### config.mk
export PLATFORM = sky130hd
export DESIGN_NAME = wash_sequencer
export DESIGN_NICKNAME = d
export VERILOG_FILES = /design/src/rtl/wash_sequencer.sv
export SDC_FILE = /design/constraint.sdc
export NUM_CORES = 1
export LEC_CHECK = 0
export ABC_AREA = 1
export ABC_CLOCK_PERIOD_IN_PS = 1500
export BUFFER_PORTS_ARGS = -buffer_cell sky130_fd_sc_hd__buf_4
export CAP_MARGIN = 30
export CORE_MARGIN = 5
export CORE_UTILIZATION = 50
export CTS_BUF_LIST = sky130_fd_sc_hd__clkbuf_2
export CTS_CLUSTER_DIAMETER = 30
export DETAILED_ROUTE_END_ITERATION = 6
export PLACE_DENSITY = 0.74
export SLEW_MARGIN = 5
export SYNTH_ARGS = -nofsm -noshare
export SYNTH_HDL_FRONTEND = slang
export SYNTH_SLANG_ARGS = --single-unit
### constraint.sdc
create_clock -name clkorig -period 1.5 [get_ports clkorig]
set_input_delay 0.15 -clock clkorig [delete_from_list [all_inputs] [get_ports clkorig]]
set_output_delay 0.15 -clock clkorig [all_outputs]
set_load 0.1 [all_outputs]
### src/rtl/wash_sequencer.sv
// wash_sequencer: parametrised wash-cycle sequencer.
// Runs fill/agitate/spin for the wash pass, then RINSE_N rinse passes, each
// phase lasting its own tick count. An open door pauses the sequence in place.
// Optional feature: define WM_DOOR_ABORT_EN to make an open door during either
// spin phase abort the cycle back to Idle instead of pausing.
module wash_sequencer #(
    parameter int CNT_W         = 8,
    parameter int FILL_TICKS    = 16,
    parameter int AGITATE_TICKS = 32,
    parameter int SPIN_TICKS    = 24,
    parameter int RINSE_N       = 2,
    parameter int RINSE_W       = 2
) (
    input  logic               clkorig,
    input  logic               power,
    input  logic               door,
    input  logic               start,
    output logic [2:0]         state,
    output logic [1:0]         finalwater,
    output logic [1:0]         motor,
    output logic               busy,
    output logic               paused,
    output logic               done,
    output logic [RINSE_W-1:0] rinse_left
);

    typedef enum logic [2:0] {
        OFF           = 3'd0,
        IDLE          = 3'd1,
        WASH_FILL     = 3'd2,
        WASH_AGITATE  = 3'd3,
        WASH_SPIN     = 3'd4,
        RINSE_FILL    = 3'd5,
        RINSE_AGITATE = 3'd6,
        RINSE_SPIN    = 3'd7
    } phase_t;

    localparam logic [CNT_W-1:0]   FILL_LOAD    = CNT_W'(FILL_TICKS - 1);
    localparam logic [CNT_W-1:0]   AGITATE_LOAD = CNT_W'(AGITATE_TICKS - 1);
    localparam logic [CNT_W-1:0]   SPIN_LOAD    = CNT_W'(SPIN_TICKS - 1);
    localparam logic [CNT_W-1:0]   CNT_ONE      = CNT_W'(1);
    localparam logic [RINSE_W-1:0] RINSE_LOAD   = RINSE_W'(RINSE_N);
    localparam logic [RINSE_W-1:0] RINSE_ONE    = RINSE_W'(1);

    phase_t               r_state;
    logic [CNT_W-1:0]     r_timer;
    logic [RINSE_W-1:0]   r_rinseLeft;
    logic [1:0]           r_water;
    logic [1:0]           r_motor;
    logic                 r_busy;
    logic                 r_paused;
    logic                 r_done;

    phase_t               w_nextState;
    logic [CNT_W-1:0]     w_nextTimer;
    logic [RINSE_W-1:0]   w_nextRinse;
    logic [1:0]           w_nextWater;
    logic [1:0]           w_nextMotor;
    logic                 w_nextBusy;
    logic                 w_nextPaused;
    logic                 w_nextDone;
    logic                 w_abort;

`ifdef WM_DOOR_ABORT_EN
    assign w_abort = door && ((r_state == WASH_SPIN) || (r_state == RINSE_SPIN));
`else
    assign w_abort = 1'b0;
`endif

    // State register: phase, timer, rinse count and all registered outputs.
    always_ff @(posedge clkorig or negedge power) begin
        if (!power) begin
            r_state     <= OFF;
            r_timer     <= '0;
            r_rinseLeft <= '0;
            r_water     <= '0;
            r_motor     <= '0;
            r_busy      <= 1'b0;
            r_paused    <= 1'b0;
            r_done      <= 1'b0;
        end else begin
            r_state     <= w_nextState;
            r_timer     <= w_nextTimer;
            r_rinseLeft <= w_nextRinse;
            r_water     <= w_nextWater;
            r_motor     <= w_nextMotor;
            r_busy      <= w_nextBusy;
            r_paused    <= w_nextPaused;
            r_done      <= w_nextDone;
        end
    end

    // Next-state logic; a cycle still marked paused is held too, so the timer
    // only counts cycles in which the machine was really running.
    always_comb begin
        w_nextState  = r_state;
        w_nextTimer  = r_timer;
        w_nextRinse  = r_rinseLeft;
        w_nextPaused = 1'b0;
        w_nextDone   = 1'b0;
        case (r_state)
            OFF: begin
                w_nextState = IDLE;
            end
            IDLE: begin
                if (start && !door) begin
                    w_nextState = WASH_FILL;
                    w_nextTimer = FILL_LOAD;
                    w_nextRinse = RINSE_LOAD;
                end
            end
            default: begin
                if (w_abort) begin
                    w_nextState = IDLE;
                    w_nextTimer = '0;
                    w_nextRinse = '0;
                end else if (door || r_paused) begin
                    w_nextPaused = door;
                end else if (r_timer != '0) begin
                    w_nextTimer = r_timer - CNT_ONE;
                end else begin
                    case (r_state)
                        WASH_FILL: begin
                            w_nextState = WASH_AGITATE;
                            w_nextTimer = AGITATE_LOAD;
                        end
                        WASH_AGITATE: begin
                            w_nextState = WASH_SPIN;
                            w_nextTimer = SPIN_LOAD;
                        end
                        WASH_SPIN: begin
                            w_nextState = RINSE_FILL;
                            w_nextTimer = FILL_LOAD;
                        end
                        RINSE_FILL: begin
                            w_nextState = RINSE_AGITATE;
                            w_nextTimer = AGITATE_LOAD;
                        end
                        RINSE_AGITATE: begin
                            w_nextState = RINSE_SPIN;
                            w_nextTimer = SPIN_LOAD;
                        end
                        RINSE_SPIN: begin
                            if (r_rinseLeft > RINSE_ONE) begin
                                w_nextState = RINSE_FILL;
                                w_nextTimer = FILL_LOAD;
                                w_nextRinse = r_rinseLeft - RINSE_ONE;
                            end else begin
                                w_nextState = IDLE;
                                w_nextTimer = '0;
                                w_nextRinse = '0;
                                w_nextDone  = 1'b1;
                            end
                        end
                        default: begin
                        end
                    endcase
                end
            end
        endcase
    end

    // Output decode from the upcoming phase; valves and motor are off while paused.
    always_comb begin
        w_nextBusy  = 1'b0;
        w_nextWater = 2'b00;
        w_nextMotor = 2'b00;
        case (w_nextState)
            WASH_FILL: begin
                w_nextBusy  = 1'b1;
                w_nextWater = 2'b10;
            end
            WASH_AGITATE: begin
                w_nextBusy  = 1'b1;
                w_nextWater = 2'b10;
                w_nextMotor = 2'b01;
            end
            WASH_SPIN: begin
                w_nextBusy  = 1'b1;
                w_nextWater = 2'b10;
                w_nextMotor = 2'b10;
            end
            RINSE_FILL: begin
                w_nextBusy  = 1'b1;
                w_nextWater = 2'b01;
            end
            RINSE_AGITATE: begin
                w_nextBusy  = 1'b1;
                w_nextWater = 2'b01;
                w_nextMotor = 2'b01;
            end
            RINSE_SPIN: begin
                w_nextBusy  = 1'b1;
                w_nextWater = 2'b01;
                w_nextMotor = 2'b10;
            end
            default: begin
            end
        endcase
        if (w_nextPaused) begin
            w_nextWater = 2'b00;
            w_nextMotor = 2'b00;
        end
    end

    assign state      = r_state;
    assign finalwater = r_water;
    assign motor      = r_motor;
    assign busy       = r_busy;
    assign paused     = r_paused;
    assign done       = r_done;
    assign rinse_left = r_rinseLeft;

endmodule

Word level (Yosys, flattened, before mapping)
Cells that the tools add are included.

Logic and storage cells: 75. Bits in registers: 20. Bits of input ports: 4. Output and inout port bits: 12.

Add/sub/neg operators: 2. Equal/unequal tests: 16. Reductions and logical operators: 17. Bitwise gates (word level): 1. Multiplexer cells: 30. Magnitude comparators: 1.

Operators by type and width (number): $pmux 8 s4 (1); $eq 3x3->1 const B (8); $mux 8 (3); $pmux 3 s6 (1); $pmux 8 s2 (1); $mux 2 (7); $eq 3x2->1 const B (4); $mux 3 (4); $pmux 2 s2 (3); $reduce_or 2->1 (5); $mux 1 (8); $reduce_bool 8->1 (1); $sub 8x1->8 const B (1); $pmux 3 s2 (1); $reduce_bool 6->1 (1); $reduce_or 3->1 (2); $reduce_or 6->1 (1); $reduce_and 5->1 (1); $mux 4 (1); $ne 2x1->1 const B (2); $reduce_and 4->1 (1); $eq 3x1->1 const B (1); $logic_not 3->1 (1); $gt 2x1->1 const B (1); other kinds (7) (7).

Longest topological paths before layout
Gate-level depths: netlist of the first run.

Depth in word-level cells: 10. Gate-level depth with buffers: 10. Mapped depth without buffers: 10.

Worst setup path before layout of the first run
Ideal clock, no wire load.

Path kind: register -> register. Start point: register r_state[0], in the netlist state[0]. End point: register r_rinseLeft[1], in the netlist rinse_left[1]. Library setup time: 0.126 ns. Period minus slack after synthesis: 2.083 ns. Arrival: 1.958 ns. Buffers on the path: 0. Cell stages (with the launch flop): 10. Required time: 1.374 ns. Slack: -0.583 ns. Path through: dfrtp_1 inv_2 nor2_4 nand3_4 nand2_4 nand2_4 a21oi_4 nand2_2 o21ai_1 nand2_1.

Longest elaborated chain between the ends: 3. Elaborated cells on any way between the ends: 10. Those cells by class: 5 x eq/ne; 1 x mux; 1 x bitwise; 3 x reduce/logical.

RTL lines: start: declaration (line 45) `phase_t r_state;`; start signal: assignment (line 82) `r_state <= w_nextState;`; $eq 3x1->1, or another cell as far along (line 101) `case (r_state)`; $ne 2x1->1 (no source line), or another cell as far along; $reduce_and 5->1 (no source line); end signal: assignment (line 84) `r_rinseLeft <= w_nextRinse;`; end: declaration (line 47) `logic [RINSE_W-1:0] r_rinseLeft;`.

Several ways; a longest one is shown, not always the timed one. A chain may end at the register's enable or synchronous reset.

Final worst setup path of the first run
Start point: register r_timer[1]. End point: register r_motor[0], in the netlist motor[0].

Longest elaborated chain between the ends: 8. Elaborated cells on any way between the ends: 12. Those cells by class: 4 x eq/ne; 5 x mux; 3 x reduce/logical.

RTL lines: start: declaration (line 46) `logic [CNT_W-1:0] r_timer;`; start signal: assignment (line 83) `r_timer <= w_nextTimer;`; $reduce_bool 8->1 * (line 119) `end else if (r_timer != '0) begin`; $mux 3 * (line 119); $mux 3 * (line 117) `end else if (door || r_paused) begin`; $pmux 3 s2 * (line 101); via w_nextState[2] (line 54) `phase_t w_nextState;`; $eq 3x3->1 / $eq 3x2->1 (equally long branches) (line 168) `case (w_nextState)`; $reduce_or 2->1 (no source line); $pmux 2 s2 * (line 168); $mux 2 * (line 200) `if (w_nextPaused) begin`; via w_nextMotor[0] (line 58) `logic [1:0] w_nextMotor;`; end signal: assignment (line 86) `r_motor <= w_nextMotor;`; end: declaration (line 49) `logic [1:0] r_motor;`.

The timed path passes the listed nets; every way through them passes the cells marked *.

==> results.toml, run 1 <==
[run_status]
outcome = "complete, but fails checks"
violations = "setup timing"

[sta]
finalHoldViolations = 0
maxSlewViolCount = 0
fin_crit_ns = 1.568
rsz0062_at_grt = "yes"
setup_viol_count_final = 5
relSlewSlack = 0.7349
worst_slew_pin_slew_ns = 0.3963
min_period_over_period = 1.045
fmax_mhz = 637.9
timing.final.ws_setup_ns = -0.06769
fin_skew_ns = 0.01758

[cts]
cts.path.max_buffers = 2
cts_buffers = 3
htree_levels = 1
ctsRootBufferMaster = "clkbuf_2"
cts_tree = "yes"
clock_sinks = 20
clk_pin_slew_worst_paths_ns = 0.22
clkLatencyLatePin_ns = 0.34

[hold_path]
hold_path.class = "in2reg"
min_to = "motor[1]"
holdPathStages = 4
hp-start = "door"

[route]
drt_iter0_drc = 27
dr.pass1.iters = 4
drc_errors = 0
wirelength_um = 2626
wl_per_cell_um = 12.69
dr_total_vias = 1086
ant_nets = 0
vias_per_cell = 5.246

[yosys]
avgSynthCellArea_um2 = 8.027
netlist_instances = 142
synth-seq-cells = 20
synth_warnings = 0
synth_seq_area_share = 0.4391
syn-num-nets = 148
netlist_area_mm2 = 0.001140
synth_cell_types = 28

[grt]
grt_antenna_before_repair = 0
grt_pass1_wl_um = 4367
grt_util_all_layers = 0.1655
grt_max_degree = 21
grt_overflow = 0
grt_pass1_vias = 1042

[layout]
area_growth_syn_to_layout_pct = 35.67
fin_nets = 186
utilization = 0.7059
multiInputGateArea_um2 = 625.6
n_antenna_cell = 0
regArea_um2 = 515.5
mostFrequentLayoutCell = "buf_4"
layout-drive-gt1-share = 0.4134
fill_cells = 187
final_cell_mix = "32 x buf_4, 28 x nand2_1, 16 x nor2_1"

[pwr]
seqPwrFrac = 0.318
clkPwrFrac = 0.155
power_density_mw_per_mm2 = 1731
leakage_nw = 0.7427
p_int_mw = 1.383
power_switching_mw = 1.294
swShare = 0.4833
power_mw = 2.677
combPwrFrac = 0.527
ir_drop_mv = 1.067

[worst_setup_path]
critPathRequiredTime_ns = 1.77
regToRegSetupSlack_ns = -0.07
endpoint_kind = "flip-flop"
ff2ff_path_depth = 10
r2r-end = "motor[0]"
crit_arrival_ns = 1.83
crit_type = "reg2reg"
worstPathMaxFanout = 8
r2r_start = "r_timer[1]"
startpoint_type = "flip-flop"

[floorplan]
fp.dieW_um = 57.75
rows = 17
start_util = 0.5203
die-area_mm2 = 0.003334
core_mm2 = 0.002191
ios = 16
die_y_um = 57.75

[placed_design]
gp_congestion = 0.8496
dp_hpwl_um = 1894
port-buffer-count = 15

[job]
drv_cap = 0
per-stage QoR:
step                      setup TNS (ns)  worst slack, ns  hold slack (ns)  std cells  instance area (um2)
final                            -0.2066         -0.06769           0.1543        207                 1546
after CTS                       -0.03521         -0.02087           0.1478        204                 1501
after floorplan                  -0.3599          -0.1408          -0.1456        142                 1159
after detailed placement       -0.001076       -0.0009452          0.04498        195                 1381
after global placement                 0          0.01950          0.04350        195                 1381
after global routing              -1.213          -0.1721           0.1522        207                 1546
logic make-up after synthesis:
logic type                 count (synthesis)  share of synthesized area
DFF                                       20                     0.4391
AOI/OAI and AO/OA                         23                     0.1273
and+or+nand+nor                           77                     0.3348
xor gates and xnor gates                   2                    0.01537
buffers and inverters                     18                    0.06147
adders and majority gates                  2                    0.02195
power groups by stage:
stage / registers (mW) / logic (mW) / clock network, mW
after floorplan: 1.25 / 0.549 / 0
after global placement: 0.843 / 1.24 / 0
after detailed placement: 0.850 / 1.26 / 0
after CTS: 0.844 / 1.38 / 0.415
after global routing: 0.876 / 1.53 / 0.446
final: 0.851 / 1.41 / 0.415
synthesized netlist by cell type:
library cell,n,share of area
o21ai_2,1,0.0077
xor2_1,1,0.0077
nand2_2,3,0.016
ha_1,2,0.022
a31oi_1,2,0.011
a21oi_1,7,0.031
nor2_2,1,0.0055
o21ai_1,4,0.018
nand2_1,33,0.11
nand2_4,2,0.020
nor3_1,2,0.0088
inv_2,5,0.016
nor2_4,3,0.030
a22oi_1,2,0.013
o21ai_0,2,0.0088
a21oi_4,1,0.014
nand3b_1,2,0.013
xnor2_1,1,0.0077
nand3_2,1,0.0088
nand4_1,1,0.0055
nand3_4,1,0.015
nand3_1,10,0.044
inv_4,1,0.0055
o211ai_1,2,0.013
nor2_1,18,0.059
o22ai_1,2,0.011
dfrtp_1,20,0.44
inv_1,12,0.040
area by class of cell:
cell class	count	share of cell area
Tap cell	28	0.02265
Sequential cell	20	0.3333
Multi-Input combinational cell	104	0.4045
Clock buffer	3	0.009709
Clock inverter	1	0.01942
Timing Repair Buffer	33	0.1618
Inverter	18	0.04854
routing by layer:
metal | wire (um) | share of wire | GRT usage
met5 | 0 | 0 | 0
met4 | 58 | 0.022 | 0.08940
met3 | 105 | 0.040 | 0.02673
met1 | 1064 | 0.41 | 0.1895
met2 | 1397 | 0.53 | 0.2919
worst max-delay path by stage:
stage | from | to | slack (ns) | cells past startpoint
finish | r_timer[1] | motor[0] | -0.07 | 10
global route | r_timer[1] | finalwater[1] | -0.17 | 10
CTS | r_timer[2] | r_timer[7] | -0.02 | 8
detailed placement | r_timer[1] | finalwater[1] | -0.0009 | 8
global placement | r_timer[1] | finalwater[0] | 0.02 | 9
floorplan | state[2] | rinse_left[1] | -0.14 | 8
critical path, cell delays in order (launching register included):
cell	delay, ns
dfrtp_1	0.44
inv_2	0.08
ha_4	0.12
nand2_2	0.06
nor2_4	0.21
nand3_1	0.12
nand2_1	0.11
nand2_2	0.08
inv_2	0.09
o21ai_1	0.07
nor2_1	0.11
timing repair:
action	CTS	global route
hold buffers	1	0
setup buffers	4	3
resized for setup	9	9
setup endpoints to repair	5	14
hold endpoints to repair	20	0
pin swaps	6	3
flip-flops by register name, summed over array words and instances (netlist names):
| signal | flops |
|---|---|
| busy | 1 |
| done | 1 |
| finalwater | 2 |
| motor | 2 |
| paused | 1 |
| r_timer | 8 |
| rinse_left | 2 |
| state | 3 |
(Power assumes the default switching activity.)
==> run 2, diff against run 1 <==
SKIP_LAST_GASP = 1   (was not set)
==> results.toml, run 2 (same netlist as run 1, synthesis figures left out) <==
[run_status]
outcome = "complete, but fails checks"
violations = "setup timing"

[sta]
finalHoldViolations = 0
fin_hold_ws_ns = 0.1528
timing.final.ws_setup_ns = -0.06805
rsz0062_at_grt = "yes"
relSlewSlack = 0.7351
setup_viol_count_final = 5
worst_slew_pin_slew_ns = 0.3960
min_period_over_period = 1.045
fmax_mhz = 637.7
fin_crit_ns = 1.568
maxSlewViolCount = 0
fin_skew_ns = 0.01624

[route]
wl_per_cell_um = 12.71
drt_iter0_drc = 30
wirelength_um = 2632
top_layer = "met4"
dr.pass1.iters = 4
vias_per_cell = 5.261
dr_total_vias = 1089
wl_met3_um = 111
met1_length_um = 1069
routed-wl-met2_um = 1392
ant_nets = 0
drc_errors = 0

[placed_design]
place_inst = 195
pre_cts_slack_ns = -0.0009452
port-buffer-count = 15
post_dp_cell_area_mm2 = 0.001381
gp_congestion = 0.8496
dp_hpwl_um = 1894

[grt]
grt_util_all_layers = 0.1655
grt_overflow = 0
grt_max_degree = 21
grt_pass1_vias = 1042
grt_pass1_wl_um = 4367
grt_antenna_before_repair = 0

[layout]
top_register = "r_timer"
final_cells = 207
largest_reg_flops = 8
final_area_mm2 = 0.001546
fin_nets = 186
area_growth_syn_to_layout_pct = 35.67
n_antenna_cell = 0
final_cell_mix = "32 x buf_4, 28 x nand2_1, 16 x nor2_1"
mostFrequentLayoutCell = "buf_4"
layout-drive-gt1-share = 0.4134

[floorplan]
die_y_um = 57.75
ios = 16
start_util = 0.5203
rows = 17
core_mm2 = 0.002191
die-area_mm2 = 0.003334
fp.dieW_um = 57.75

[pwr]
power_mw = 2.675
seqPwrFrac = 0.318
power_density_mw_per_mm2 = 1730
combPwrFrac = 0.527
clkPwrFrac = 0.155
p_int_mw = 1.383
power_switching_mw = 1.293
ir_drop_mv = 1.068
swShare = 0.4831
leakage_nw = 0.7426

[worst_setup_path]
crit_path_end = "motor[0]"
cp_slowest_cell = "dfrtp_1"
endpoint_kind = "flip-flop"
crit_type = "reg2reg"
crit_arrival_ns = 1.84
r2r_start = "r_timer[1]"
ff2ff_path_depth = 10
crit_chain = "inv_2 > ha_4 > nand2_2 > nor2_4 > nand3_1 > nand2_1 > nand2_2 > inv_2 > o21ai_1 > nor2_1"
worstPathMaxFanout = 8
worstSetupStartpoint = "r_timer[1]"
max_stage_delay_ns = 0.44
startpoint_type = "flip-flop"
r2r-end = "motor[0]"
critPathRequiredTime_ns = 1.77
regToRegSetupSlack_ns = -0.07

[cts]
ctsRootBufferMaster = "clkbuf_2"
htree_levels = 1
clkLatencyLatePin_ns = 0.34
cts_tree = "yes"
cts.path.max_buffers = 2
cts_buffers = 3
clock_sinks = 20
clk_pin_slew_worst_paths_ns = 0.22

[hold_path]
hold_path.class = "in2reg"

[job]
drv_cap = 0
==> run 2: changes by cell type in the layout (fill, tap and decap cells not counted) <==
cell	previous run	this run
o21ai_0	1	2
o21ai_1	5	4
==> run 2: what timing repair did <==
action | in CTS | in global routing
pin swaps | 6 | 3
gates cloned | 0 | 0
setup buffers | 4 | 3
setup endpoints to repair | 5 | 14
resized for setup | 9 | 8
hold endpoints to repair | 20 | 0
hold buffers | 1 | 0
==> run 2: power by group through the flow <==
stage | logic, mW | clock network [mW] | registers, mW
after CTS | 1.38 | 0.415 | 0.844
after global placement | 1.24 | 0 | 0.843
after global routing | 1.53 | 0.446 | 0.876
after detailed placement | 1.26 | 0 | 0.850
final | 1.41 | 0.415 | 0.851
after floorplan | 0.549 | 0 | 1.25
==> run 2: metrics by stage <==
step / TNS (ns) / util
CTS: -0.03521 / 0.6853
finish: -0.2114 / 0.7059
detailed placement: -0.001076 / 0.6305
global route: -1.257 / 0.7059
global placement: 0 / 0.6305
floorplan: -0.3599 / -
==> run 2: final cells by class <==
type,instances,area (um2)
fillers,187,644.4
multi-input cells,104,625.6
flip-flops and latches,20,515.5
repair buffers,33,250.2
inverters,18,75.07
well taps,28,35.03
clock inverters,1,30.03
clock buffers,3,15.01
==> run 2: how the worst min path moves through the flow <==
stage | end | slack (ns) | start | cells past startpoint
final | motor[1] | 0.15 | door | 4
after global routing | finalwater[1] | 0.15 | door | 4
after CTS | motor[1] | 0.15 | door | 4
after detailed placement | r_timer[2] | 0.04 | power | 1
after global placement | r_timer[2] | 0.04 | power | 1
after floorplan | busy | -0.15 | power | 0
==> run 2: worst max-delay path: cells and delay by family (launching register included) <==
family | cells | cell delay [ns]
AO/OA/AOI/OAI | 1 | 0.07
flip-flops | 1 | 0.44
adder cells (fa/ha/maj) | 1 | 0.12
AND/OR/NAND/NOR | 6 | 0.69
buffers and inverters | 2 | 0.17
==> run 2: routing by layer <==
| layer | up-vias | track usage |
|---|---|---|
| met5 | - | 0 |
| met4 | 0 | 0.08940 |
| met3 | 6 | 0.02673 |
| met2 | 27 | 0.2919 |
| met1 | 516 | 0.1895 |
| li1 | 540 | - |
